==> src/rtl/ucode_sequencer.sv <==
// Microprogrammed control unit with a loadable control store and an opcode dispatch table.
// Each store entry is {ctrl, seq[1:0], next}; each dispatch entry is {valid, target}.
module ucode_sequencer #(
    parameter int CW_WIDTH  = 14,
    parameter int UPC_WIDTH = 4,
    parameter int OP_WIDTH  = 6,
    parameter int AW        = (UPC_WIDTH > OP_WIDTH) ? UPC_WIDTH : OP_WIDTH
) (
    input  logic                          clk,
    input  logic                          rst_n,
    input  logic                          start,
    input  logic                          stall,
    input  logic [OP_WIDTH-1:0]           opcode,
    input  logic                          ld_we,
    input  logic                          ld_sel,
    input  logic [AW-1:0]                 ld_addr,
    input  logic [CW_WIDTH+2+UPC_WIDTH-1:0] ld_data,
    output logic [CW_WIDTH-1:0]           ctrl,
    output logic [UPC_WIDTH-1:0]          upc,
    output logic                          running,
    output logic                          err
);

    localparam int EW          = CW_WIDTH + 2 + UPC_WIDTH;
    localparam int STORE_DEPTH = 1 << UPC_WIDTH;
    localparam int DISP_DEPTH  = 1 << OP_WIDTH;

    localparam logic [1:0] SEQ_INC  = 2'b00;
    localparam logic [1:0] SEQ_JMP  = 2'b01;
    localparam logic [1:0] SEQ_DISP = 2'b10;

    localparam logic [UPC_WIDTH-1:0] UPC_ONE = {{(UPC_WIDTH-1){1'b0}}, 1'b1};

    typedef enum logic {
        ST_HALT = 1'b0,
        ST_RUN  = 1'b1
    } state_t;

    state_t                 state_q, state_d;
    logic [UPC_WIDTH-1:0]   upc_q, upc_d;
    logic [CW_WIDTH-1:0]    ctrl_q, ctrl_d;
    logic                   err_q, err_d;
    logic [DISP_DEPTH-1:0]  disp_valid_q, disp_valid_d;

    // Table contents deliberately have no reset so a loaded microprogram survives rst_n.
    logic [EW-1:0]          store_mem [STORE_DEPTH];
    logic [UPC_WIDTH-1:0]   disp_target_mem [DISP_DEPTH];

    logic                   load_ok;
    logic                   store_we;
    logic                   disp_we;
    logic [EW-1:0]          cur_entry;
    logic [1:0]             cur_seq;
    logic [UPC_WIDTH-1:0]   cur_next;
    logic                   disp_hit;
    logic [UPC_WIDTH-1:0]   disp_target;
    logic [UPC_WIDTH-1:0]   upc_n;
    logic [UPC_WIDTH-1:0]   fetch_addr;
    logic                   advance;

    assign load_ok  = (state_q == ST_HALT) && ld_we && !start;
    assign store_we = load_ok && !ld_sel;
    assign disp_we  = load_ok && ld_sel;

    assign cur_entry   = store_mem[upc_q];
    assign cur_seq     = cur_entry[UPC_WIDTH +: 2];
    assign cur_next    = cur_entry[UPC_WIDTH-1:0];
    assign disp_hit    = disp_valid_q[opcode];
    assign disp_target = disp_target_mem[opcode];

    always_ff @(posedge clk) begin
        if (store_we) begin
            store_mem[ld_addr[UPC_WIDTH-1:0]] <= ld_data;
        end
        if (disp_we) begin
            disp_target_mem[ld_addr[OP_WIDTH-1:0]] <= ld_data[UPC_WIDTH-1:0];
        end
    end

    always_comb begin
        disp_valid_d = disp_valid_q;
        if (disp_we) begin
            disp_valid_d[ld_addr[OP_WIDTH-1:0]] = ld_data[UPC_WIDTH];
        end
    end

    always_comb begin
        state_d    = state_q;
        upc_d      = upc_q;
        ctrl_d     = ctrl_q;
        err_d      = err_q;
        upc_n      = upc_q + UPC_ONE;
        fetch_addr = '0;
        advance    = 1'b0;

        if (state_q == ST_HALT) begin
            ctrl_d = '0;
            if (start) begin
                state_d = ST_RUN;
                upc_d   = '0;
                err_d   = 1'b0;
                advance = 1'b1;
            end
        end else if (!stall) begin
            case (cur_seq)
                SEQ_INC: begin
                    advance    = 1'b1;
                    fetch_addr = upc_n;
                end
                SEQ_JMP: begin
                    upc_n      = cur_next;
                    advance    = 1'b1;
                    fetch_addr = upc_n;
                end
                SEQ_DISP: begin
                    if (disp_hit) begin
                        upc_n      = disp_target;
                        advance    = 1'b1;
                        fetch_addr = upc_n;
                    end else begin
                        state_d = ST_HALT;
                        ctrl_d  = '0;
                        err_d   = 1'b1;
                    end
                end
                default: begin
                    state_d = ST_HALT;
                    ctrl_d  = '0;
                    upc_d   = '0;
                end
            endcase
            if (advance) begin
                upc_d = upc_n;
            end
        end

        if (advance) begin
            ctrl_d = store_mem[fetch_addr][EW-1 -: CW_WIDTH];
        end
    end

    always_ff @(posedge clk or negedge rst_n) begin
        if (!rst_n) begin
            state_q      <= ST_HALT;
            upc_q        <= '0;
            ctrl_q       <= '0;
            err_q        <= 1'b0;
            disp_valid_q <= '0;
        end else begin
            state_q      <= state_d;
            upc_q        <= upc_d;
            ctrl_q       <= ctrl_d;
            err_q        <= err_d;
            disp_valid_q <= disp_valid_d;
        end
    end

    assign ctrl    = ctrl_q;
    assign upc     = upc_q;
    assign running = (state_q == ST_RUN);
    assign err     = err_q;

endmodule

==> config.mk <==
export PLATFORM = sky130hd
export DESIGN_NAME = ucode_sequencer
export DESIGN_NICKNAME = d
export VERILOG_FILES = /design/src/rtl/ucode_sequencer.sv
export SDC_FILE = /design/constraint.sdc
export NUM_CORES = 1
export LEC_CHECK = 0
export BUFFER_PORTS_ARGS = -buffer_cell sky130_fd_sc_hd__buf_2
export CAP_MARGIN = 30
export CORE_UTILIZATION = 55
export CTS_CLUSTER_DIAMETER = 40
export DETAILED_ROUTE_END_ITERATION = 6
export GPL_ROUTABILITY_DRIVEN = 0
export PLACE_DENSITY = 0.71
export REMOVE_ABC_BUFFERS = 1
export SYNTH_ARGS = -nofsm -noshare
export SYNTH_HDL_FRONTEND = slang
export SYNTH_SLANG_ARGS = --single-unit
==> constraint.sdc <==
create_clock -name clk -period 13.2 [get_ports clk]
set_clock_uncertainty 0.15 [all_clocks]
set_input_delay 0.66 -clock clk [delete_from_list [all_inputs] [get_ports clk]]
set_output_delay 0.66 -clock clk [all_outputs]
set_load 0.03 [all_outputs]
# --- Yosys cells after proc, flatten, opt, wreduce, memory -nomap -nowiden ---
# Memories as Yosys holds them, arrays and structs flattened.
# Cells that the tools add are included.
totals:
  register_bits: 84
  ramBits: 576
  inputBits: 38
  output_inout_bits: 20
  wordCells: 74
  mem_count: 2
memory_table:
  columns: ["name", "depth", "width", "rd", "rd_clocked_by_memory_dff", "write_ports", "line_no", "source"]
  rows:
  - ["store_mem", 16, 20, 2, 0, 1, "46", "logic [EW-1:0] store_mem [STORE_DEPTH];"]
  - ["disp_target_mem", 64, 4, 1, 0, 1, "47", "logic [UPC_WIDTH-1:0] disp_target_mem [DISP_DEPTH];"]
op_classes:
  addsub: 1
  order_cmp: 3
  n_eq_ne: 9
  n_mux: 39
  n_bitwise: 1
  n_reduce_logical: 14
op_table:
  columns: ["operator", "count"]
  rows:
  - ["64-bit bitwise mux", 1]
  - ["14-bit two-way mux", 4]
  - ["4-bit two-way mux", 9]
  - ["14-bit case mux with 2 select lines", 1]
  - ["1-bit two-way mux", 19]
  - ["6-bit by 7-bit < comparator with 1-bit output (second input constant)", 2]
  - ["4-bit case mux with 3 select lines", 1]
  - ["3-bit by 2-bit != test with 1-bit output (second input constant)", 3]
  - ["4-bit case mux with 2 select lines", 1]
  - ["1-bit binary-select mux with 6-bit select", 1]
  - ["1-bit demux with 6-bit select", 1]
  - ["6-bit by 1-bit >= comparator with 1-bit output (second input constant)", 1]
  - ["3-bit AND reduction", 2]
  - ["1-bit logical AND", 5]
  - ["4-bit by 1-bit adder with 4-bit output (second input constant)", 1]
  - ["2-bit != test (second input constant)", 2]
  - ["4-bit != test (second input constant)", 1]
  - ["4-bit AND reduction", 1]
  - ["3-bit OR reduction", 1]
  - ["2-bit by 1-bit equality test with 1-bit output (second input constant)", 1]
  - ["2-bit equality test (second input constant)", 1]
  - ["1-bit zero test", 2]
  - ["2-bit zero test", 1]
  - ["2-bit by 1-bit != test with 1-bit output (second input constant)", 1]
  - ["4 further kinds", 4]

# --- Logic depth before layout (Yosys ltp) ---
depth:
  ltp_word: 10
  mapped_depth: 22
  ltp_nobuf: 15

# --- Worst setup path before layout ---
# Ideal clock, no wire load.
synth_path:
  path_type: "register -> register"
  start: "register upc_q[0] (netlist: upc[0])"
  end: "register ctrl_q[5] (netlist: ctrl[5])"
  setup_time_ns: 0.124
  arrival_ns: 4.648
  slack_ns: 8.278
  path_stages_with_launch: 19
  period_less_slack_ns: 4.922
  path_cell_list: "dfrtp_1 buf_2 buf_4 buf_4 buf_4 buf_1 mux4_2 a22oi_1 and2_1 ha_1 nor2b_1 o21ai_4 a211oi_4 or2_4 buf_6 mux2_1 nor3_1 nor4_1 a211o_1"
synth_between:
  elab_chain_len: 10
synth_rtl:
  columns: ["item", "line_no", "source"]
  rows:
  - ["from (decl)", "40", "logic [UPC_WIDTH-1:0] upc_q, upc_d;"]
  - ["from (signal assigned)", "151", "upc_q <= upc_d;"]
  - ["memory read 16 x 20 bit", null, null]
  - ["2-bit by 1-bit equality test with 1-bit output / 2-bit zero test (equally long branches)", "105", "case (cur_seq)"]
  - ["2-bit OR reduction (no line)", null, null]
  - ["1-bit case mux with 2 select lines", "105", null]
  - ["1-bit two-way mux", "104", "end else if (!stall) begin"]
  - ["1-bit two-way mux", "96", "if (state_q == ST_HALT) begin"]
  - ["1-bit two-way mux", "104", null]
  - ["1-bit two-way mux", "96", null]
  - ["4-bit != test (no line) / 3-bit by 2-bit != test with 1-bit output (equally long branches)", null, null]
  - ["3-bit AND reduction (no line)", null, null]
  - ["to (signal assigned)", "152", "ctrl_q <= ctrl_d;"]
  - ["to (decl)", "41", "logic [CW_WIDTH-1:0] ctrl_q, ctrl_d;"]
# Several ways; a longest one is shown, not always the timed one. The select of a mux whose other input is x is not followed.
# A chain may end at the register's enable or synchronous reset.

# --- Worst setup path in the final report ---
# Ends and elaborated chain as after synthesis.

==> impl_metrics.py <==
metrics = {
    "setup_path": {
        "crit_top_cell": "o22ai_1",
        "cp-start-kind": "flop",
        "r2r-start": "upc[0]",
        "reg2reg_slack_ps": 7540,
        "worstPathArrival_ps": 6000,
        "crit_fanout": 56,
        "r2r-end": "ctrl[5]",
        "cp_cell_sequence": "buf_4, mux2_2, o22ai_1, nor2_1, a22oi_1, and2_1, ha_1, nand2_1, a21oi_1, a21o_1, or2_4, nand3_4, o22ai_1, a211oi_1, a211o_1",
        "critPathKind": "reg -> reg",
        "critPathCaptureType": "flop",
        "ff2ff_path_depth": 15,
        "cpMaxStageDelayCell": "or2_4",
        "slowest_delay_ps": 740,
        "critPathRequiredTime_ps": 13550,
    },
    "routing": {
        "wl_per_cell_microns": 27.5,
        "drtPass1Iterations": 6,
        "drt_wl_total_mm": 63.6,
        "wl_met2_mm": 29.9,
        "vias_per_cell": 6.47,
        "vias": 15000,
        "dr_wl_met3_mm": 5.88,
        "drtIter0Drc": 1872,
        "drc": 0,
        "top_layer_used": "met5",
        "ant_nets": 0,
        "wl_met1_mm": 26.1,
    },
    "global_route": {
        "grt_pass1_wl_mm": 95.7,
        "grt_overflow": 0,
        "grt_pass1_vias": 15100,
        "grt_usage_pct": 26.3,
        "grt_max_degree": 81,
        "antenna_found_initial": 3,
    },
    "sta": {
        "slew_headroom_pct": 26.5,
        "finalHoldViolations": 0,
        "rsz0062_at_grt": "false",
        "worst_pin_slew_ps": 1100,
        "worst_slack_ps": 7540,
        "fmax_mhz": 177,
        "drv_slew": 0,
        "min_period_over_period_pct": 42.8,
        "tns_ps": 0,
        "finalSetupViolations": 0,
        "fin_crit_ps": 5660,
    },
    "clock_tree": {
        "clk_pin_slew_worst_paths_ps": 60,
        "cts_sinks": 660,
        "cts_made_buffers": 78,
        "cts_max_level": 3,
        "clock_path_buffers": 3,
        "root_buffer": "clkbuf_16",
        "worst_skew_pair.late_latency_ps": 620,
        "tritoncts": "yes",
        "cts_setup_buffers": 0,
    },
    "layout": {
        "fin_nets": 1673,
        "final_cells": 2309,
        "syn_to_final_growth_pct": 12.7,
        "n_antenna_cell": 0,
        "drive_gt1_share_pct": 24.3,
    },
    "synth": {
        "synth.most_common_cell": "edfxtp_1",
        "synth_cell_types": 77,
        "yosysTopAreaCell": "edfxtp_1",
        "syn_area_per_cell_sq_um": 17.4,
        "yosysWarnings": 0,
        "synth_seq_cells": 660,
        "syn_area_sq_um": 26900,
        "synth_top_cell_area_share_pct": 64.3,
        "ys_seq_area_share_pct": 72.2,
        "synth_commonest_cells": "edfxtp_1 (576), mux2i_1 (125), nor2_1 (106)",
        "synthTopCellsByArea": "edfxtp_1 (64%), dfrtp_1 (7.8%), mux4_2 (4.9%)",
        "synth_ff_type": "edfxtp_1",
        "synth_edf_count": 576,
        "syn_inst": 1549,
        "synthArstFlopShare_pct": 12.7,
    },
    "die": {
        "die_w_microns": 223,
        "dieArea_sq_um": 49800,
        "ioPinCount": 58,
        "start_util_pct": 56.1,
        "rows": 80,
        "dieHeight_microns": 223,
        "core-area_sq_um": 47900,
    },
    "placement": {
        "portBuffers": 57,
        "post-place-cells": 2161,
        "pre_cts_slack_ps": 7330,
        "hpwl_mm": 38.0,
    },
    "power_and_ir_drop": {
        "p_sw_mw": 1.60,
        "pwr-share-comb_pct": 18.7,
        "ir_drop_mv": 0.168,
        "pwr-share-seq_pct": 43.3,
        "switching_share_pct": 29.4,
        "p_int_mw": 3.85,
        "powerDensity_nw_per_um2": 180,
        "p_leak_nw": 10.6,
        "clkPwrFrac_pct": 38.1,
    },
    "min_path": {
        "min_delay_path_depth": 2,
        "min_from": "start",
        "hold_path.class": "in -> reg",
        "min_to": "err",
    },
    "outcome": {
        "status": "finished clean",
    },
    "job": {
        "maxCapViolCount": 0,
    },
}
-- worst max-delay path: cells and delay by family (launching register included) --
| kind | cells | cell delay [ps] |
|---|---|---|
| and+or+nand+nor | 5 | 1730 |
| AOI/OAI and AO/OA | 7 | 1700 |
| DFF | 1 | 660 |
| buffers and inverters | 1 | 480 |
| muxes | 1 | 390 |
| adders and majority gates | 1 | 360 |
-- cell families (layout without fill, tap and decap cells) --
logic type / Yosys count / after routing / synth area share [%]
AOI/OAI and AO/OA: 238 / 238 / 7.32
adders and majority gates: 5 / 5 / 0.233
buffers and inverters: 99 / 244 / 2.26
and+or+nand+nor: 285 / 285 / 5.12
muxes: 260 / 260 / 12.8
xor gates and xnor gates: 2 / 2 / 0.0652
DFF: 660 / 660 / 72.2
-- worst max path at each step --
stage,startpoint,end,cells past startpoint
3_3_place_gp,opcode[1],ctrl[5],13
5_1_grt,upc[0],ctrl[0],16
2_1_floorplan,upc[0],ctrl[3],14
4_1_cts,upc[0],ctrl[5],15
6_report,upc[0],ctrl[5],15
3_5_place_dp,opcode[1],ctrl[5],13
-- metrics by stage --
stage               hold WS [ps]  instance area [sq um]  utilization (%)  total power [mW]
floorplan                    214                  26300                -              3.04
global placement             334                  27700             57.7              3.37
detailed placement           341                  27700             57.8              3.39
CTS                          143                  30200             63.1              5.46
global route                 134                  30300             63.2              5.63
finish                       160                  30300             63.2              5.45
-- repair_timing --
action | CTS | global route
resized for setup | 0 | 0
hold buffers | 1 | 0
endpoints found under the hold margin | 16 | 0
-- state kept, by name, summed over array words and instances, names as in the netlist --
register / cells
ctrl: 14
disp_target_mem: 256
disp_valid_q: 64
err: 1
running: 1
store_mem: 320
upc: 4
-- cells in the final DEF (no fill, tap or decap), drive strengths merged, types with 10 or more instances in the layout --
master   netlist  layout
edfxtp       576     576
mux2i        125     125
nor2         110     110
buf           55      90
clkbuf        35      89
dfrtp         84      84
mux2          75      75
mux4          60      60
nand2         58      58
a22oi         49      49
nand3         38      38
a21oi         36      36
clkinv         0      29
o221ai        27      27
o21ai         24      24
a221o         22      22
inv            9      22
a221oi        15      15
nor3          15      15
nor2b         13      13
nand4         13      13
o22ai         11      11
nand2b        10      10
a2bb2oi       10      10
-- power by group through the flow --
stage	clock network [mW]	logic (mW)	registers, mW
2_1_floorplan	0	0.596	2.44
4_1_cts	2.10	1.00	2.36
5_1_grt	2.18	1.09	2.36
3_5_place_dp	0	0.993	2.40
6_report	2.07	1.02	2.36
3_3_place_gp	0	0.967	2.40
-- layer usage --
metal / vias to the layer above / GRT usage [%]
met5: - / 0
met4: 4 / 9.48
met3: 127 / 5.68
met2: 754 / 40.0
met1: 7676 / 37.9
li1: 6389 / -
-- layout make-up --
class,instances,area (sq um)
multi-input cells,790,6970
clock inverters,55,508
fillers,3313,17600
clock buffers,89,2010
flip-flops and latches,660,19400
well taps,615,769
inverters,9,33.8
repair buffers,91,609
Note: power is estimated with default switching activity, not from simulation.
